[src/rtl/hex_display_arbiter.sv]
// hex_display_arbiter: round-robin arbiter granting two requesters timed ownership of six 7-segment hex displays
// Ports:
//   clk_clk, reset_reset          : clock and synchronous active-high reset
//   req0_valid/req0_data/req0_ready : requester 0 handshake and 24-bit value (six hex nibbles)
//   req1_valid/req1_data/req1_ready : requester 1 handshake and 24-bit value
//   hex0_2_export, hex3_5_export  : active-low segments for digits 0..2 and 3..5, 7 bits per digit (g..a)
//   owner                         : requester currently or last granted
//   busy                          : high while a grant is being held
module hex_display_arbiter #(
    parameter int unsigned HOLD_CYCLES = 25000000
) (
    input  logic        clk_clk,
    input  logic        reset_reset,
    input  logic        req0_valid,
    input  logic [23:0] req0_data,
    output logic        req0_ready,
    input  logic        req1_valid,
    input  logic [23:0] req1_data,
    output logic        req1_ready,
    output logic [20:0] hex0_2_export,
    output logic [20:0] hex3_5_export,
    output logic        owner,
    output logic        busy
);
    typedef enum logic {IDLE, HOLD} state_t;
    state_t      state;
    logic        rr_ptr;
    logic [25:0] cnt;
    logic        acc0, acc1;
    logic [23:0] data;
    function automatic logic [6:0] seg(input logic [3:0] n);
        case (n)
            4'h0: seg = 7'h40;
            4'h1: seg = 7'h79;
            4'h2: seg = 7'h24;
            4'h3: seg = 7'h30;
            4'h4: seg = 7'h19;
            4'h5: seg = 7'h12;
            4'h6: seg = 7'h02;
            4'h7: seg = 7'h78;
            4'h8: seg = 7'h00;
            4'h9: seg = 7'h10;
            4'hA: seg = 7'h08;
            4'hB: seg = 7'h03;
            4'hC: seg = 7'h46;
            4'hD: seg = 7'h21;
            4'hE: seg = 7'h06;
            default: seg = 7'h0E;
        endcase
    endfunction
    // In HOLD the owner is always ready; in IDLE a sole requester wins, a tie goes to rr_ptr.
    always_comb begin
        req0_ready = (state == HOLD) ? ~owner : req0_valid & (~req1_valid | ~rr_ptr);
        req1_ready = (state == HOLD) ? owner : req1_valid & (~req0_valid | rr_ptr);
        acc0 = req0_valid & req0_ready;
        acc1 = req1_valid & req1_ready;
        data = acc1 ? req1_data : req0_data;
    end
    assign busy = (state == HOLD);
    always_ff @(posedge clk_clk) begin
        if (reset_reset) begin
            state         <= IDLE;
            owner         <= 1'b0;
            rr_ptr        <= 1'b0;
            cnt           <= '0;
            hex0_2_export <= '1;
            hex3_5_export <= '1;
        end else begin
            if (state == IDLE) begin
                if (acc0 | acc1) begin
                    state  <= HOLD;
                    owner  <= acc1;
                    rr_ptr <= ~acc1;
                    cnt    <= 26'(HOLD_CYCLES - 1);
                end
            end else if (cnt == '0) begin
                state <= IDLE;
            end else begin
                cnt <= cnt - 26'd1;
            end
            if (acc0 | acc1) begin
                hex0_2_export <= {seg(data[11:8]), seg(data[7:4]), seg(data[3:0])};
                hex3_5_export <= {seg(data[23:20]), seg(data[19:16]), seg(data[15:12])};
            end
        end
    end
endmodule

[config.mk]
export PLATFORM = sky130hd
export DESIGN_NAME = hex_display_arbiter
export DESIGN_NICKNAME = d
export VERILOG_FILES = /design/src/rtl/hex_display_arbiter.sv
export SDC_FILE = /design/constraint.sdc
export NUM_CORES = 1
export LEC_CHECK = 0
export BUFFER_PORTS_ARGS = -buffer_cell sky130_fd_sc_hd__buf_2
export CAP_MARGIN = 20
export CORE_UTILIZATION = 57
export CTS_CLUSTER_SIZE = 30
export DETAILED_ROUTE_END_ITERATION = 10
export PLACE_DENSITY = 0.9
export REMOVE_ABC_BUFFERS = 1
export SLEW_MARGIN = 0
export SYNTH_ARGS = -nofsm -noshare
export SYNTH_HDL_FRONTEND = slang
export SYNTH_SLANG_ARGS = --single-unit
export TNS_END_PERCENT = 20
[constraint.sdc]
create_clock -name clk_clk -period 3.8 [get_ports clk_clk]
set_input_delay 0.19 -clock clk_clk [delete_from_list [all_inputs] [get_ports clk_clk]]
set_output_delay 0.19 -clock clk_clk [all_outputs]
set_load 0.03 [all_outputs]
==> flow_summary.json, run 1 <==
{
  "run_status": "finished clean",
  "dieWidth_um": 100,
  "leakagePower_nw": 2.68,
  "placed_cells": 881,
  "wl_per_cell_um": 17.8,
  "ys_ff_latch": 71,
  "tritoncts": "done",
  "p_int_w": 0.00157,
  "cp_data_arrival_time_ns": 3.49,
  "synth_cells": 694,
  "seq_area_frac_synth_pct": 25.8,
  "start_util_pct": 59.3,
  "antenna_found_initial": 1,
  "final-setup-viol-count": 0,
  "ys_warn_count": 0,
  "clk_pin_slew_worst_paths_ns": 0.08,
  "synth_edf_count": 0,
  "drc_errors": 0,
  "wirelength_um": 15900,
  "clk_latency_ns": 0.36,
  "final_area_mm2": 0.00633,
  "first_global_vias": 5594,
  "p_switching_w": 0.000919,
  "seqPwrFrac_pct": 35.6,
  "max-vdd-ir-drop_mv": 0.249,
  "startpoint_type": "flip-flop",
  "io_buffers": 97,
  "overflow": 0,
  "rows": 35,
  "dieArea_mm2": 0.0101,
  "path_cells": "or3b_2, nand3_2, buf_4, mux2i_1, inv_1, ha_1, o211a_1, a221o_1",
  "switching_share_pct": 37.0,
  "placed_area_mm2": 0.00609,
  "numCtsBuffers": 9,
  "period_share_pct": 85.1,
  "final_cells": 897,
  "cts-root-buf": "clkbuf_8",
  "cp-end-kind": "flip-flop",
  "final_hold_viol_count": 0,
  "final_util_pct": 68.2,
  "synth_flop_cell": "dfxtp_1",
  "grt_usage_pct": 32.6,
  "yosysUniqueCellTypes": 64,
  "yosysTopAreaCell": "dfxtp_1",
  "fmax_mhz": 309,
  "ff2ff_setup_slack_ns": 0.56,
  "fin_setup_tns_ns": 0,
  "viasPerCell": 6.44,
  "skew_ns": 0.00729,
  "synthToLayoutAreaGrowth_pct": 14.9,
  "pwr-share-clk_pct": 30.6,
  "r2r-start": "rr_ptr",
  "maxCapViolCount": 0,
  "worst_path_max_delay_cell": "or3b_2",
  "min_period_ns": 3.24,
  "dr.first_iter.drc_count": 460,
  "slew_viol_final": 0,
  "drt-pass1-iter-count": 7,
  "syn_avg_cell_area_um2": 7.94,
  "worst_ep_required_time_ns": 4.05,
  "relSlewSlack_pct": 39.8,
  "crit_type": "reg2reg",
  "fin_ws_ns": 0.564,
  "min_from": "req1_data[9]",
  "detailed_place_hpwl_um": 11400,
  "holdPathEnd": "hex0_2_export[15]",
  "r2r-end": "hex0_2_export[6]",
  "vias": 5777,
  "postCtsSetupRepairBufs": 0,
  "synth.most_common_cell": "dfxtp_1",
  "ant_nets": 0,
  "rsz0062_at_grt": "no",
  "min_path_type": "in2reg",
  "drive_gt1_share_pct": 21.4,
  "cts.sinks": 71,
  "grt_pass1_wl_um": 26500,
  "synth-async-reset-ratio_pct": 0,
  "max_stage_delay_ns": 0.59,
  "critPathMaxFanout": 21,
  "fin_nets": 852,
  "gp_congestion": 0.935,
  "clock_path_buffers": 2,
  "htreeDepth": 3,
  "worst-r2r-cell-count": 8,
  "synth_area_leaders": "dfxtp_1 (26%), ha_1 (8.4%), mux2i_1 (7.3%)",
  "core-area_mm2": 0.00928,
  "tightest_slew_ns": 0.898,
  "whs_path_depth": 3,
  "die_h_um": 100,
  "p_per_area_mw_per_mm2": 393,
  "p_comb_share_pct": 33.9,
  "io_pins": 98,
  "hold_buffers": 0,
  "synthTopCellsByCount": "dfxtp_1 (71), nand2_1 (50), clkbuf_1 (46)",
  "synth_area_mm2": 0.00551,
  "grt_max_degree": 40,
  "cts_resized": 0,
  "pre_cts_slack_ns": 0.618,
  "n_antenna_cell": 0,
  "synth_top_area_share_pct": 25.8
}
-- worst max path at each step --
stage,start,end,slack (ns),cells past startpoint
final,rr_ptr,hex0_2_export[6],0.56,8
after global routing,owner,hex0_2_export[12],0.40,8
after CTS,rr_ptr,hex0_2_export[6],0.62,8
after detailed placement,req0_valid,hex0_2_export[6],0.62,9
after global placement,req0_valid,hex0_2_export[5],0.81,9
after floorplan,busy,hex0_2_export[19],-0.80,5
-- registers in the layout, indices dropped and copies added, names as in the netlist --
name / cells
busy: 1
hex0_2_export: 21
hex3_5_export: 21
rr_ptr: 1
owner: 1
cnt: 26
-- cell type report --
cell class | instances | area (µm²)
Clock inverter | 7 | 120
Inverter | 27 | 101
Fill cell | 775 | 2950
Tap cell | 129 | 161
Timing Repair Buffer | 116 | 628
Sequential cell | 71 | 1420
Clock buffer | 9 | 124
Multi-Input combinational cell | 538 | 3770
-- per-layer routing --
| metal | GRT usage (%) | vias up | share of wire, % |
|---|---|---|---|
| met5 | 0 | - | 0 |
| met4 | 16.3 | 0 | 2.9 |
| met3 | 5.78 | 44 | 7.6 |
| met2 | 56.0 | 268 | 48 |
| met1 | 39.2 | 2731 | 41 |
| li1 | - | 2734 | - |
-- power by group through the flow --
stage               Clock [W]  Combinational, W  Sequential (W)
floorplan                   0          0.000440         0.00101
finish               0.000760          0.000843        0.000884
global placement            0          0.000808        0.000893
CTS                  0.000764          0.000832        0.000882
detailed placement          0          0.000826        0.000898
global route         0.000796          0.000914        0.000894
-- layout by cell type (no fill, tap or decap), types with 19 or more instances in the layout --
master and count:
dfxtp_1 71, nor3_1 29, nand2_1 50, o21ai_0 21
mux2i_1 40, nor2_1 45, buf_4 19, a31oi_1 26
o31ai_1 20, buf_2 97, inv_1 27, ha_1 37
a21oi_1 41
-- cell families (layout without fill, tap and decap cells) --
family,count (synthesis),after routing,synth area share (%)
and+or+nand+nor,249,249,24.0
DFF,71,71,25.8
xor gates and xnor gates,15,15,2.39
muxes,54,54,10.1
buffers and inverters,85,159,6.07
AOI/OAI and AO/OA,183,183,23.2
adders and majority gates,37,37,8.41
-- worst max-delay path: cells and delay by family (launching register included) --
family                     cells  cell delay [ns]
and+or+nand+nor                2             1.09
AOI/OAI and AO/OA              2             0.57
buffers and inverters          2             0.45
muxes                          1             0.40
DFF                            1             0.34
adders and majority gates      1             0.27
-- per-stage QoR --
stage / hold WS, ns / power [W]
after floorplan: 0.259 / 0.00145
after global placement: 0.446 / 0.00170
after detailed placement: 0.457 / 0.00172
after CTS: 0.151 / 0.00248
after global routing: 0.164 / 0.00260
final: 0.158 / 0.00249
Power figures use the tool's default switching activity.
==> run 2: changes to the inputs <==
--- a/config.mk
+++ b/config.mk
@@ -5,12 +5,14 @@
 export SDC_FILE = /design/constraint.sdc
 export NUM_CORES = 1
 export LEC_CHECK = 0
+export ABC_AREA = 0
 export BUFFER_PORTS_ARGS = -buffer_cell sky130_fd_sc_hd__buf_2
 export CAP_MARGIN = 20
-export CORE_UTILIZATION = 57
+export CORE_UTILIZATION = 59
+export CTS_BUF_LIST = sky130_fd_sc_hd__clkbuf_8
 export CTS_CLUSTER_SIZE = 30
 export DETAILED_ROUTE_END_ITERATION = 10
-export PLACE_DENSITY = 0.9
+export PLACE_DENSITY = 0.93
 export REMOVE_ABC_BUFFERS = 1
 export SLEW_MARGIN = 0
 export SYNTH_ARGS = -nofsm -noshare
==> run 2 against run 1 <==
Effect of this change:
- die area decreased by 3.3%
- clock power increased by 6.6%
- cell count decreased by 2.6%
- combinational power increased by 0.6%
==> flow_summary.json, run 2 (synthesis gave the netlist of run 1 again) <==
{
  "pwr-share-clk_pct": 31.8,
  "relSlewSlack_pct": 38.9,
  "min_path_type": "in2reg",
  "tightest_slew_ns": 0.914,
  "p_comb_share_pct": 33.3,
  "period_share_pct": 89.3,
  "met3_usage_pct": 5.04,
  "finalPower_w": 0.00254,
  "max-vdd-ir-drop_mv": 0.224,
  "min_period_ns": 3.39,
  "p_int_w": 0.00163,
  "tritoncts": "done",
  "crit_type": "reg2reg",
  "maxCapViolCount": 0,
  "slew_viol_final": 0,
  "worst_path_max_delay_cell": "or3b_2",
  "grt_max_degree": 40,
  "postCtsSetupRepairBufs": 0,
  "n_fill_cell": 704,
  "ant_nets": 0,
  "cts_resized": 0,
  "cp_data_arrival_time_ns": 3.59,
  "worst_ep_required_time_ns": 4.00,
  "dieArea_mm2": 0.00973,
  "cp-end-kind": "flip-flop",
  "worst-path-buf-inv": 2,
  "critPathMaxFanout": 21,
  "grt.met2_usage_pct": 56.9,
  "clk_pin_slew_worst_paths_ns": 0.08,
  "n_antenna_cell": 0,
  "startpoint_type": "flip-flop",
  "cts-root-buf": "clkbuf_8",
  "r2r-start": "busy",
  "fin_nets": 851,
  "use_met1_pct": 39.4,
  "max_stage_delay_ns": 0.59,
  "largest_reg_flops": 26,
  "reg.largest.list": "cnt x26, hex0_2_export x21, hex3_5_export x21",
  "largest_register": "cnt",
  "grt_usage_pct": 32.6,
  "top_usage_layer": "met2",
  "drive_gt1_share_pct": 21.1,
  "final_cells": 874,
  "viasPerCell": 6.77,
  "core-area_mm2": 0.00889,
  "run_status": "finished clean",
  "drt-pass1-iter-count": 7,
  "dieWidth_um": 98.6,
  "p_switching_w": 0.000916,
  "fmax_mhz": 295,
  "io_buffers": 97,
  "wirelength_um": 16200,
  "p_per_area_mw_per_mm2": 403,
  "min_from": "req1_data[9]",
  "die_h_um": 98.6,
  "gp_congestion": 0.973,
  "final_hold_viol_count": 0,
  "path_cells": "or3b_2, nand3_2, buf_4, mux2i_1, inv_1, ha_1, o21ai_0, mux2i_1, o32ai_1, a31oi_1",
  "drc_errors": 0,
  "vias": 5919,
  "clock_path_buffers": 2,
  "rows": 34,
  "antenna_found_initial": 0,
  "cp_common_cell": "mux2i_1",
  "hold_buffers": 0,
  "cp_top_family": "simple AND/OR/NAND/NOR gates",
  "cts.sinks": 71,
  "htreeDepth": 3,
  "dr.first_iter.drc_count": 654,
  "fin_setup_tns_ns": 0,
  "synthToLayoutAreaGrowth_pct": 14.6,
  "first_global_vias": 5580,
  "clk_latency_ns": 0.35,
  "final-setup-viol-count": 0,
  "detailed_place_hpwl_um": 11500,
  "layout_common_cells": "buf_2 (97), dfxtp_1 (71), nand2_1 (50)",
  "start_util_pct": 61.9,
  "grt_pass1_wl_um": 25900,
  "final_common_cell": "buf_2",
  "skew_ns": 0.00725,
  "crit_start": "busy",
  "wl_per_cell_um": 18.5,
  "switching_share_pct": 36.0,
  "placed_cells": 859,
  "whs_ns": 0.171,
  "rsz0062_at_grt": "no",
  "numCtsBuffers": 9,
  "leakagePower_nw": 2.68,
  "seqPwrFrac_pct": 34.8,
  "io_pins": 98,
  "overflow": 0
}
run 2: worst reg2reg max path, cell delays in order, from the launching register on:
cell	delay, ns
dfxtp_1	0.38
or3b_2	0.59
nand3_2	0.49
buf_4	0.32
mux2i_1	0.44
inv_1	0.13
ha_1	0.28
o21ai_0	0.19
mux2i_1	0.10
o32ai_1	0.24
a31oi_1	0.06
run 2: path summary, 6_finish.rpt:
kind	cells past startpoint	slack (ns)	end
worst max-delay path	10	0.41	hex3_5_export[17]
worst min-delay path	3	0.17	hex0_2_export[15]
worst max register to register	10	0.41	hex3_5_export[17]
worst min register to register	2	0.47	hex3_5_export[7]
run 2: stage by stage:
step	utilization, %	setup WS (ns)	area (µm²)
after floorplan	-	-0.798	5280
after global placement	68.1	0.693	6050
after detailed placement	68.1	0.496	6050
after CTS	71.0	0.483	6310
after global routing	71.0	0.207	6310
final	71.0	0.406	6310
run 2: per-layer routing:
layer	up-vias	part of all wire [%]	wire [µm]
li1	2722	-	-
met3	41	8.6	1390
met5	-	0	0
met2	342	49	7870
met4	0	2.5	408
met1	2814	40	6550
run 2: cell type report:
class / instances / area (µm²) / share of cell area, %
Clock inverter: 6 / 134 / 2.12
Clock buffer: 9 / 124 / 1.96
Tap cell: 108 / 135 / 2.14
Sequential cell: 71 / 1420 / 22.5
Inverter: 27 / 101 / 1.61
Timing Repair Buffer: 115 / 621 / 9.83
Multi-Input combinational cell: 538 / 3770 / 59.8
run 2: power groups by stage:
| stage | registers, W | clock network, W | logic [W] |
|---|---|---|---|
| after floorplan | 0.00101 | 0 | 0.000440 |
| after global placement | 0.000896 | 0 | 0.000802 |
| after detailed placement | 0.000899 | 0 | 0.000828 |
| after CTS | 0.000883 | 0.000811 | 0.000833 |
| after global routing | 0.000894 | 0.000846 | 0.000908 |
| final | 0.000886 | 0.000810 | 0.000848 |
==> run 3: changes to the inputs <==
--- a/config.mk
+++ b/config.mk
@@ -12,7 +12,7 @@
 export CTS_BUF_LIST = sky130_fd_sc_hd__clkbuf_8
 export CTS_CLUSTER_SIZE = 30
 export DETAILED_ROUTE_END_ITERATION = 10
-export PLACE_DENSITY = 0.93
+export PLACE_DENSITY = 0.84
 export REMOVE_ABC_BUFFERS = 1
 export SLEW_MARGIN = 0
 export SYNTH_ARGS = -nofsm -noshare
==> run 3 against run 2 <==
Effect of this change:
- critical path depth fell by 2
- register-to-register slack better by 0.12 ns
- via count decreased by 2.3%
- cell area about the same
- total power fell by 1.5%
- cell count grew 0.11%
- critical path type unchanged
- largest cell class unchanged
==> flow_summary.json, run 3 (synthesis gave the netlist of run 1 again) <==
{
  "run_status": "finished clean",
  "path_cells": "or3b_2, nand3_2, buf_4, mux2i_1, inv_1, ha_1, mux2_2, a311o_1",
  "pre_cts_slack_ns": 0.615,
  "max-vdd-ir-drop_mv": 0.225,
  "htreeDepth": 3,
  "p_switching_w": 0.000931,
  "seqPwrFrac_pct": 35.2,
  "slew_viol_final": 0,
  "maxCapViolCount": 0,
  "cp-end-kind": "flip-flop",
  "start_util_pct": 61.9,
  "period_share_pct": 86.1,
  "drc_errors": 0,
  "clock_path_buffers": 2,
  "cts.sinks": 71,
  "worst_path_max_delay_cell": "or3b_2",
  "crit_type": "reg2reg",
  "fmax_mhz": 306,
  "leakagePower_nw": 2.68,
  "skew_ns": 0.0125,
  "grt_usage_pct": 32.9,
  "min_path_type": "in2reg",
  "ant_nets": 0,
  "dieWidth_um": 98.6,
  "reg.largest.list": "cnt x26, hex0_2_export x21, hex3_5_export x21",
  "cp_data_arrival_time_ns": 3.51,
  "synthToLayoutAreaGrowth_pct": 14.5,
  "detailed_place_hpwl_um": 11300,
  "drt-pass1-iter-count": 6,
  "tritoncts": "done",
  "grt_max_degree": 40,
  "numCtsBuffers": 9,
  "switching_share_pct": 37.1,
  "rsz0062_at_grt": "no",
  "tightest_slew_ns": 0.674,
  "die_h_um": 98.6,
  "io_buffers": 97,
  "cts_resized": 0,
  "relSlewSlack_pct": 55.0,
  "critPathMaxFanout": 22,
  "antenna_found_initial": 0,
  "final_cells": 875,
  "grt_pass1_wl_um": 26300,
  "clk_latency_ns": 0.35,
  "rows": 34,
  "worst_ep_required_time_ns": 4.03,
  "fin_nets": 851,
  "final-setup-viol-count": 0,
  "drive_gt1_share_pct": 21.3,
  "p_comb_share_pct": 33.8,
  "placed_cells": 859,
  "dieArea_mm2": 0.00973,
  "gp_congestion": 0.956,
  "p_per_area_mw_per_mm2": 397,
  "vias": 5782,
  "final_common_cell": "buf_2",
  "final_hold_viol_count": 0,
  "max_stage_delay_ns": 0.60,
  "n_antenna_cell": 0,
  "startpoint_type": "flip-flop",
  "hold_buffers": 0,
  "min_period_ns": 3.27,
  "wirelength_um": 15900,
  "p_int_w": 0.00158,
  "core-area_mm2": 0.00889,
  "layout_common_cells": "buf_2 (97), dfxtp_1 (71), nand2_1 (50)",
  "first_global_vias": 5527,
  "wl_per_cell_um": 18.1,
  "finalPower_w": 0.00251,
  "viasPerCell": 6.61,
  "overflow": 0,
  "largest_reg_flops": 26,
  "clk_pin_slew_worst_paths_ns": 0.09,
  "fin_ws_ns": 0.529,
  "largest_register": "cnt",
  "postCtsSetupRepairBufs": 0,
  "cts-root-buf": "clkbuf_8",
  "pwr-share-clk_pct": 31.0,
  "io_pins": 98,
  "dr.first_iter.drc_count": 453
}
==> run 3: cell count changes in the layout (fill, tap and decap cells not counted), sizes merged <==
cell | previous run | this run
clkinv | 2 | 1
bufinv | 4 | 3
inv | 27 | 30
==> run 3: final cells by class <==
| cell class | count | area [µm²] |
|---|---|---|
| Sequential cell | 71 | 1420 |
| Tap cell | 108 | 135 |
| Fill cell | 689 | 2590 |
| Inverter | 27 | 101 |
| Multi-Input combinational cell | 538 | 3770 |
| Timing Repair Buffer | 115 | 621 |
| Clock buffer | 9 | 124 |
| Clock inverter | 7 | 128 |
==> run 3: layer usage <==
| layer | vias up | global-route usage [%] | routed length (µm) |
|---|---|---|---|
| met5 | - | 0 | 0 |
| met1 | 2724 | 40.7 | 6610 |
| met3 | 46 | 6.10 | 1190 |
| met4 | 0 | 11.3 | 352 |
| li1 | 2723 | - | - |
| met2 | 289 | 57.5 | 7720 |
==> run 3: final timing paths <==
kind / start / endpoint / slack, ns / cells past startpoint
max: rr_ptr / hex0_2_export[19] / 0.53 / 8
min: req1_data[9] / hex0_2_export[15] / 0.16 / 3
max reg2reg: rr_ptr / hex0_2_export[19] / 0.53 / 8
min reg2reg: hex3_5_export[0] / hex3_5_export[0] / 0.47 / 2
==> run 3: power by group through the flow <==
stage,Clock (W),Sequential [W],Combinational (W)
after floorplan,0,0.00101,0.000440
after global placement,0,0.000893,0.000807
after detailed placement,0,0.000896,0.000829
after CTS,0.000785,0.000880,0.000835
after global routing,0.000819,0.000893,0.000917
final,0.000778,0.000882,0.000846
==> run 3: worst max-delay path, delay by kind of cell (launching register included) <==
family                     cells  cell delay [ns]
buffers and inverters          2             0.42
and+or+nand+nor                2             1.07
muxes                          2             0.69
AOI/OAI and AO/OA              1             0.34
adders and majority gates      1             0.28
DFF                            1             0.34
==> run 3: metrics by stage <==
step / TNS [ns] / cell area [µm²] / utilization [%] / hold WS [ns]
6_report: 0 / 6300 / 70.9 / 0.159
5_1_grt: 0 / 6300 / 70.9 / 0.147
3_5_place_dp: 0 / 6050 / 68.1 / 0.455
3_3_place_gp: 0 / 6050 / 68.1 / 0.451
4_1_cts: 0 / 6300 / 70.9 / 0.143
2_1_floorplan: -20.65 / 5280 / - / 0.259
